===== src/rtl/program_sequencer_if.sv =====
// Control/status bundle between the control unit (master) and the program sequencer (slave).
// The control unit drives stall/branch/call/ret and their targets, and observes the fetch address and stack status.
interface program_sequencer_if #(
  parameter int ADDR_W = 6
);
  logic              stall;
  logic              branch;
  logic [ADDR_W-1:0] branch_addr;
  logic              call;
  logic [ADDR_W-1:0] call_addr;
  logic              ret;
  logic [ADDR_W-1:0] pc_out;
  logic              ras_empty;
  logic              ras_full;
  logic              ras_err;

  modport master (
    output stall, branch, branch_addr, call, call_addr, ret,
    input  pc_out, ras_empty, ras_full, ras_err
  );

  modport slave (
    input  stall, branch, branch_addr, call, call_addr, ret,
    output pc_out, ras_empty, ras_full, ras_err
  );
endinterface


===== src/rtl/program_sequencer.sv =====
// Instruction-fetch address source with stall/branch/call/ret; 1-cycle latency, stall holds all state.
// Define PC_RAS_EN to build the return-address stack; otherwise call acts as branch and ret is ignored.
module program_sequencer #(
  parameter int                ADDR_W    = 6,
  parameter logic [ADDR_W-1:0] RESET_VEC = '0,
  parameter int                RAS_DEPTH = 4
) (
  input logic                clk,
  input logic                rst,
  program_sequencer_if.slave bus
);

  logic [ADDR_W-1:0] pc_q;
  logic [ADDR_W-1:0] pc_d;
  logic [ADDR_W-1:0] pc_inc;

  assign pc_inc     = pc_q + 1'b1;
  assign bus.pc_out = pc_q;

`ifdef PC_RAS_EN
  localparam int CNT_W = $clog2(RAS_DEPTH + 1);
  localparam int IDX_W = (RAS_DEPTH > 1) ? $clog2(RAS_DEPTH) : 1;

  logic [ADDR_W-1:0] stack [RAS_DEPTH];
  logic [CNT_W-1:0]  cnt_q;
  logic [CNT_W-1:0]  cnt_d;
  logic              err_q;
  logic              err_d;
  logic              push;
  logic              empty;
  logic              full;
  logic [IDX_W-1:0]  top_idx;
  logic [IDX_W-1:0]  push_idx;

  assign empty    = (cnt_q == '0);
  assign full     = (cnt_q == CNT_W'(RAS_DEPTH));
  assign top_idx  = IDX_W'(cnt_q - CNT_W'(1));
  assign push_idx = IDX_W'(cnt_q);

  always_comb begin
    pc_d  = pc_q;
    cnt_d = cnt_q;
    err_d = err_q;
    push  = 1'b0;
    if (!bus.stall) begin
      if (bus.ret) begin
        if (!empty) begin
          pc_d  = stack[top_idx];
          cnt_d = cnt_q - CNT_W'(1);
        end else begin
          pc_d  = pc_inc;
          err_d = 1'b1;
        end
      end else if (bus.call) begin
        pc_d = bus.call_addr;
        // A call on a full stack still jumps; only the return address is lost.
        if (!full) begin
          push  = 1'b1;
          cnt_d = cnt_q + CNT_W'(1);
        end else begin
          err_d = 1'b1;
        end
      end else if (bus.branch) begin
        pc_d = bus.branch_addr;
      end else begin
        pc_d = pc_inc;
      end
    end
  end

  always_ff @(posedge clk) begin
    if (rst) begin
      pc_q  <= RESET_VEC;
      cnt_q <= '0;
      err_q <= 1'b0;
    end else begin
      pc_q  <= pc_d;
      cnt_q <= cnt_d;
      err_q <= err_d;
    end
  end

  // Stack contents need no reset; the count alone defines validity.
  always_ff @(posedge clk) begin
    if (!rst && push) begin
      stack[push_idx] <= pc_inc;
    end
  end

  assign bus.ras_empty = empty;
  assign bus.ras_full  = full;
  assign bus.ras_err   = err_q;
`else
  logic unused_ret;

  assign unused_ret = bus.ret;

  always_comb begin
    pc_d = pc_q;
    if (!bus.stall) begin
      if (bus.call) begin
        pc_d = bus.call_addr;
      end else if (bus.branch) begin
        pc_d = bus.branch_addr;
      end else begin
        pc_d = pc_inc;
      end
    end
  end

  always_ff @(posedge clk) begin
    if (rst) begin
      pc_q <= RESET_VEC;
    end else begin
      pc_q <= pc_d;
    end
  end

  assign bus.ras_empty = 1'b1;
  assign bus.ras_full  = 1'b0;
  assign bus.ras_err   = 1'b0;
`endif

endmodule


===== src/flat_wrapper.sv =====
// flat-port wrapper written by rule: the top's interface ports become plain ports
module program_sequencer_flat 
#(
  parameter int                ADDR_W    = 6,
  parameter logic [ADDR_W-1:0] RESET_VEC = '0,
  parameter int                RAS_DEPTH = 4
)
  (clk, rst, bus_stall, bus_branch, bus_branch_addr, bus_call, bus_call_addr, bus_ret, bus_pc_out, bus_ras_empty, bus_ras_full, bus_ras_err);
  program_sequencer_if #(.ADDR_W(ADDR_W)) bus_i ();
  input logic clk;
  input logic rst;
  input wire logic [$bits(bus_i.stall)-1:0] bus_stall;
  input wire logic [$bits(bus_i.branch)-1:0] bus_branch;
  input wire logic [$bits(bus_i.branch_addr)-1:0] bus_branch_addr;
  input wire logic [$bits(bus_i.call)-1:0] bus_call;
  input wire logic [$bits(bus_i.call_addr)-1:0] bus_call_addr;
  input wire logic [$bits(bus_i.ret)-1:0] bus_ret;
  output wire logic [$bits(bus_i.pc_out)-1:0] bus_pc_out;
  output wire logic [$bits(bus_i.ras_empty)-1:0] bus_ras_empty;
  output wire logic [$bits(bus_i.ras_full)-1:0] bus_ras_full;
  output wire logic [$bits(bus_i.ras_err)-1:0] bus_ras_err;
  assign bus_i.stall = bus_stall;
  assign bus_i.branch = bus_branch;
  assign bus_i.branch_addr = bus_branch_addr;
  assign bus_i.call = bus_call;
  assign bus_i.call_addr = bus_call_addr;
  assign bus_i.ret = bus_ret;
  assign bus_pc_out = bus_i.pc_out;
  assign bus_ras_empty = bus_i.ras_empty;
  assign bus_ras_full = bus_i.ras_full;
  assign bus_ras_err = bus_i.ras_err;
  program_sequencer #(.ADDR_W(ADDR_W), .RESET_VEC(RESET_VEC), .RAS_DEPTH(RAS_DEPTH)) u_core (.clk(clk), .rst(rst), .bus(bus_i));
endmodule

===== config.mk =====
export PLATFORM = sky130hd
export DESIGN_NAME = program_sequencer_flat
export DESIGN_NICKNAME = d
export VERILOG_FILES = /design/src/rtl/program_sequencer_if.sv /design/src/rtl/program_sequencer.sv /design/src/flat_wrapper.sv
export SDC_FILE = /design/constraint.sdc
export NUM_CORES = 1
export LEC_CHECK = 0
export CORE_MARGIN = 2
export CORE_UTILIZATION = 30
export CTS_CLUSTER_SIZE = 40
export DETAILED_ROUTE_END_ITERATION = 10
export PLACE_DENSITY = 0.78
export SYNTH_ARGS = -nofsm -noshare
export SYNTH_HDL_FRONTEND = slang
export SYNTH_SLANG_ARGS = --single-unit

===== constraint.sdc =====
create_clock -name clk -period 1.6 [get_ports clk]
set_input_delay 0.32 -clock clk [delete_from_list [all_inputs] [get_ports clk]]
set_output_delay 0.32 -clock clk [all_outputs]
set_load 0.005 [all_outputs]

==> out/metrics.csv, run 1 <==
metric,value,unit
status,finished clean,
synth_top_area_share,27.2,%
r2r-start,u_core.bus.pc_out[0],
crit_fanout,5,
crit_path_start,u_core.bus.pc_out[0],
finalSetupTns,0,ns
ff2ff_setup_slack,0.32,ns
synth.largest_area_cell,dfxtp_1,
max-clock-path-buffers,2,
irDropWorstVdd,0.346,mV
synth_area_leaders,"dfxtp_1 (27%), a21oi_1 (11%), inv_1 (5.9%)",
cp.depth,1,
globalplace.congestion,0.746,
drc,0,
netlist-cell-type-count,21,
synth-seq-cells,6,
postCtsHoldBufs,0,
yosysWarnings,0,
cts-root-buf,clkbuf_4,
dp_cells,95,
grt_max_degree,13,
postCtsSetupRepairBufs,0,
setup-violations-final,0,
synth.avg_cell_area,7.36,µm²
hpwl,834,µm
worstSkewPairLatency,0.25,ns
maxSlewViolCount,0,
synthArstFlopShare,0,%
wl_met2,483,µm
rsz0062_at_grt,no,
synth_edf_count,0,
final_nets,104,
p_per_area,654,nW/µm²
cts_resized,0,
grt_pass1_vias,451,
r2r_cells,5,
r2r-end,u_core.bus.pc_out[4],
setup.worst_path.class,reg -> out,
num_vias,477,
drt_wl_total,1080,µm
io_pins,27,
path_clk_slew,0.05,ns
finClkSkew,0.00328,ns
htree_levels,1,
wl_per_cell,11.0,µm
synth_most_common_cell,a21oi_1,
maxCapViolCount,0,
die_y,42.4,µm
crit_chain,clkdlybuf4s50_1,
port_buffers,22,
synth_ff_type,dfxtp_1,
cts_tree,built,
drtIter0Drc,6,
largest_reg_flops,6,
syn_inst,60,
hold_class,reg -> reg,
path_delay_family,buffers and inverters,
core_area,1330,µm²
critPathCapture,bus_pc_out[0],
area_growth,56.7,%
cts_sinks,6,
required,1.28,ns
drive_above_1_share,10.8,%
placed_cell_area,669,µm²
min_period_over_period,94.5,%
fmax,662,MHz
synth_common_cells,"a21oi_1 (10), inv_1 (7), dfxtp_1 (6)",
critPathMaxStageDelay,0.53,ns
viasPerCell,4.87,
cts_made_buffers,3,
post-route-cell-area,692,µm²
critPathSlowestCell,clkdlybuf4s50_1,
initial_core_util,33.1,%
first_pass_iters,3,
worstPathArrival,1.19,ns
seq_area_frac_synth,27.2,%
row_count,13,
die-area,1800,µm²
cellLeakagePower,0.285,nW
endpoint_kind,output pin,
grt_pass1_wl,1800,µm
syn_area,442,µm²
finalHoldViolations,0,
top_layer_used,met3,
antenna_found_initial,0,
antennaDiodeCount,0,
antenna_left,0,
overflow,0,
globalRouteTotalUtil,13.5,%
final_cells,98,
path_buf_inv,1,
totalPowerFinal,0.452,mW
wl_met1,502,µm
met3_length,92,µm
die_x,42.4,µm
min_period,1.51,ns
start_kind,flip-flop,
==> worst min-delay path by stage <==
stage,from,endpoint,slack [ns],depth (start not counted)
after detailed placement,u_core.bus.pc_out[1],u_core.bus.pc_out[1],0.51,2
after global routing,u_core.bus.pc_out[1],u_core.bus.pc_out[1],0.54,2
final,u_core.bus.pc_out[4],u_core.bus.pc_out[4],0.52,2
after floorplan,rst,u_core.bus.pc_out[5],0.39,1
after CTS,u_core.bus.pc_out[1],u_core.bus.pc_out[1],0.52,2
after global placement,u_core.bus.pc_out[1],u_core.bus.pc_out[1],0.50,2
==> metrics by stage <==
| step | hold WS, ns | utilization [%] | setup slack (ns) |
|---|---|---|---|
| 2_1_floorplan | 0.389 | - | 0.420 |
| 3_3_place_gp | 0.499 | 50.2 | 0.0992 |
| 3_5_place_dp | 0.507 | 50.2 | 0.0616 |
| 4_1_cts | 0.517 | 51.9 | 0.0821 |
| 5_1_grt | 0.538 | 51.9 | 0.0305 |
| 6_report | 0.522 | 51.9 | 0.0888 |
==> power breakdown <==
group / switching, mW / internal, mW / leakage, nW / total, mW
Combinational: 0.0461 / 0.0803 / 0.221 / 0.126
Sequential: 0.0126 / 0.161 / 0.0496 / 0.173
Clock: 0.0669 / 0.0857 / 0.0138 / 0.153
Total: 0.126 / 0.327 / 0.285 / 0.452
==> cells by family after synthesis <==
logic type | share of synthesized area [%]
mux | 4.53
other cells | 1.70
flops | 27.2
simple gates | 17.3
fa+ha+maj | 2.83
buf+inv | 14.4
compound gates | 26.1
xor+xnor | 5.95
==> tightest hold or removal path, cell delays in order, from the launching register on <==
cell and delay, ns:
dfxtp_1 0.33, inv_1 0.06, a221oi_1 0.07
==> per-layer routing <==
layer / track usage (%) / up-vias
met5: 0 / -
met4: 7.50 / 0
met3: 4.31 / 0
met2: 21.8 / 20
met1: 15.6 / 209
li1: - / 248
==> cell usage in the layout (no fill, tap or decap), drive strengths merged <==
cell type      Yosys  final
xnor2              2      2
nor2               2      2
a21oi             10     10
and3               2      2
a31oi              1      1
inv                7      7
or2                1      1
nand3b             2      2
ha                 1      1
clkdlybuf4s50      0     22
clkbuf             0      3
buf                6      3
dfxtp              6      6
mux2i              2      2
nand3              2      2
o22ai              2      2
nand2              4      4
o21ai              4      4
xor2               1      1
a221oi             3      3
conb               2      3
==> cell type report <==
cell class | count | area, µm²
clock buffers | 3 | 22.5
fillers | 150 | 642
inverters | 7 | 26.3
multi-input cells | 42 | 262
flip-flops and latches | 6 | 120
well taps | 15 | 18.8
repair buffers | 25 | 243
No activity file was read; power rests on OpenSTA's default activity.
==> inputs of run 2 (changes only) <==
Settings changed: REMOVE_ABC_BUFFERS set to 1, SKIP_CTS_REPAIR_TIMING set to 1.
==> out/metrics.csv, run 2 (same netlist as run 1, synthesis figures left out) <==
metric,value,unit
worstSkewPairLatency,0.24,ns
globalRouteTotalUtil,13.9,%
status,finished clean,
drt_wl_total,1090,µm
core_area,1330,µm²
crit_chain,clkdlybuf4s50_1,
antenna_left,0,
cts_tree,built,
grt_max_degree,13,
hold_class,reg -> reg,
r2r_cells,5,
cellLeakagePower,0.290,nW
finalHoldViolations,0,
hp-start,u_core.bus.pc_out[4],
finClkSkew,0.00822,ns
io_pins,27,
die-area,1800,µm²
cts_sinks,6,
maxSlewViolCount,0,
crit_fanout,5,
fmax,648,MHz
drtIter0Drc,9,
holdPathEnd,u_core.bus.pc_out[4],
filler_cell_count,140,
p_per_area,634,nW/µm²
ff2ff_setup_slack,0.32,ns
drc,0,
layout_commonest_cell,clkdlybuf4s50_1,
first_pass_iters,4,
die_x,42.4,µm
mostFrequentLayoutCells,"clkdlybuf4s50_1 (22), a21oi_1 (10), inv_1 (7), dfxtp_1 (6)",
final_cells,99,
initial_core_util,33.1,%
overflow,0,
num_vias,494,
endpoint_kind,output pin,
finalSetupTns,0,ns
antennaDiodeCount,0,
area_growth,58.4,%
r2r-start,u_core.bus.pc_out[0],
cts-root-buf,clkbuf_4,
max-clock-path-buffers,2,
hpwl,878,µm
die_y,42.4,µm
min_period_over_period,96.4,%
row_count,13,
viasPerCell,4.99,
grt_pass1_wl,1900,µm
maxCapViolCount,0,
grt_pass1_vias,477,
setup.worst_path.class,reg -> out,
worstPathArrival,1.22,ns
port_buffers,22,
htree_levels,1,
cts_made_buffers,3,
final_nets,105,
critPathMaxStageDelay,0.55,ns
wl_per_cell,11.0,µm
required,1.28,ns
start_kind,flip-flop,
r2r-end,u_core.bus.pc_out[4],
irDropWorstVdd,0.379,mV
largest_reg_flops,6,
min_period,1.54,ns
path_delay_family,buffers and inverters,
rsz0062_at_grt,no,
critPathSlowestCell,clkdlybuf4s50_1,
globalplace.congestion,0.707,
drive_above_1_share,11.9,%
path_buf_inv,1,
antenna_found_initial,0,
dp_cells,96,
hold_depth,2,
path_clk_slew,0.05,ns
setup-violations-final,0,
[run 2: tightest hold or removal path: cells and delay by family, from the launching register on]
kind / cells / cell delay (ns)
DFF: 1 / 0.34
AOI/OAI and AO/OA: 1 / 0.07
buffers and inverters: 1 / 0.06
[run 2: metrics by stage]
| stage | hold WS, ns | area, µm² | util [%] | setup WS, ns | total power [mW] |
|---|---|---|---|---|---|
| 2_1_floorplan | 0.389 | 408 | - | 0.420 | 0.217 |
| 6_report | 0.522 | 699 | 52.4 | 0.0571 | 0.444 |
| 3_3_place_gp | 0.501 | 677 | 50.8 | 0.102 | 0.303 |
| 4_1_cts | 0.530 | 699 | 52.4 | 0.0427 | 0.448 |
| 5_1_grt | 0.562 | 699 | 52.4 | 0.0195 | 0.474 |
| 3_5_place_dp | 0.514 | 677 | 50.8 | 0.0617 | 0.307 |
[run 2: worst max-delay path by stage]
stage / start / to / cells after the start
after floorplan: u_core.bus.pc_out[0] / u_core.bus.pc_out[4] / 5
after CTS: u_core.bus.pc_out[2] / bus_pc_out[2] / 1
after detailed placement: bus_call / u_core.bus.pc_out[4] / 5
after global routing: u_core.bus.pc_out[2] / bus_pc_out[2] / 1
after global placement: bus_call / u_core.bus.pc_out[4] / 5
final: u_core.bus.pc_out[2] / bus_pc_out[2] / 1
[run 2: cell type report]
type / instances / area [µm²] / share of cell area [%]
sequential: 6 / 120 / 17.2
multi-input combinational: 42 / 262 / 37.4
inverter: 7 / 26.3 / 3.76
timing repair buffer: 26 / 250 / 35.8
tap: 15 / 18.8 / 2.68
clock buffer: 3 / 22.5 / 3.22
[run 2: where the power goes]
part           total [mW]  internal (mW)  switching [mW]  leakage (nW)
combinational       0.129         0.0818          0.0469         0.226
sequential          0.175          0.161          0.0135        0.0496
clock               0.140         0.0849          0.0553        0.0138
[run 2: layer usage]
| layer | up-vias | track usage (%) | wire (µm) |
|---|---|---|---|
| met3 | 0 | 5.60 | 101 |
| li1 | 253 | - | - |
| met2 | 25 | 26.2 | 557 |
| met4 | 0 | 3.75 | 0 |
| met1 | 216 | 14.0 | 433 |
| met5 | - | 0 | 0 |
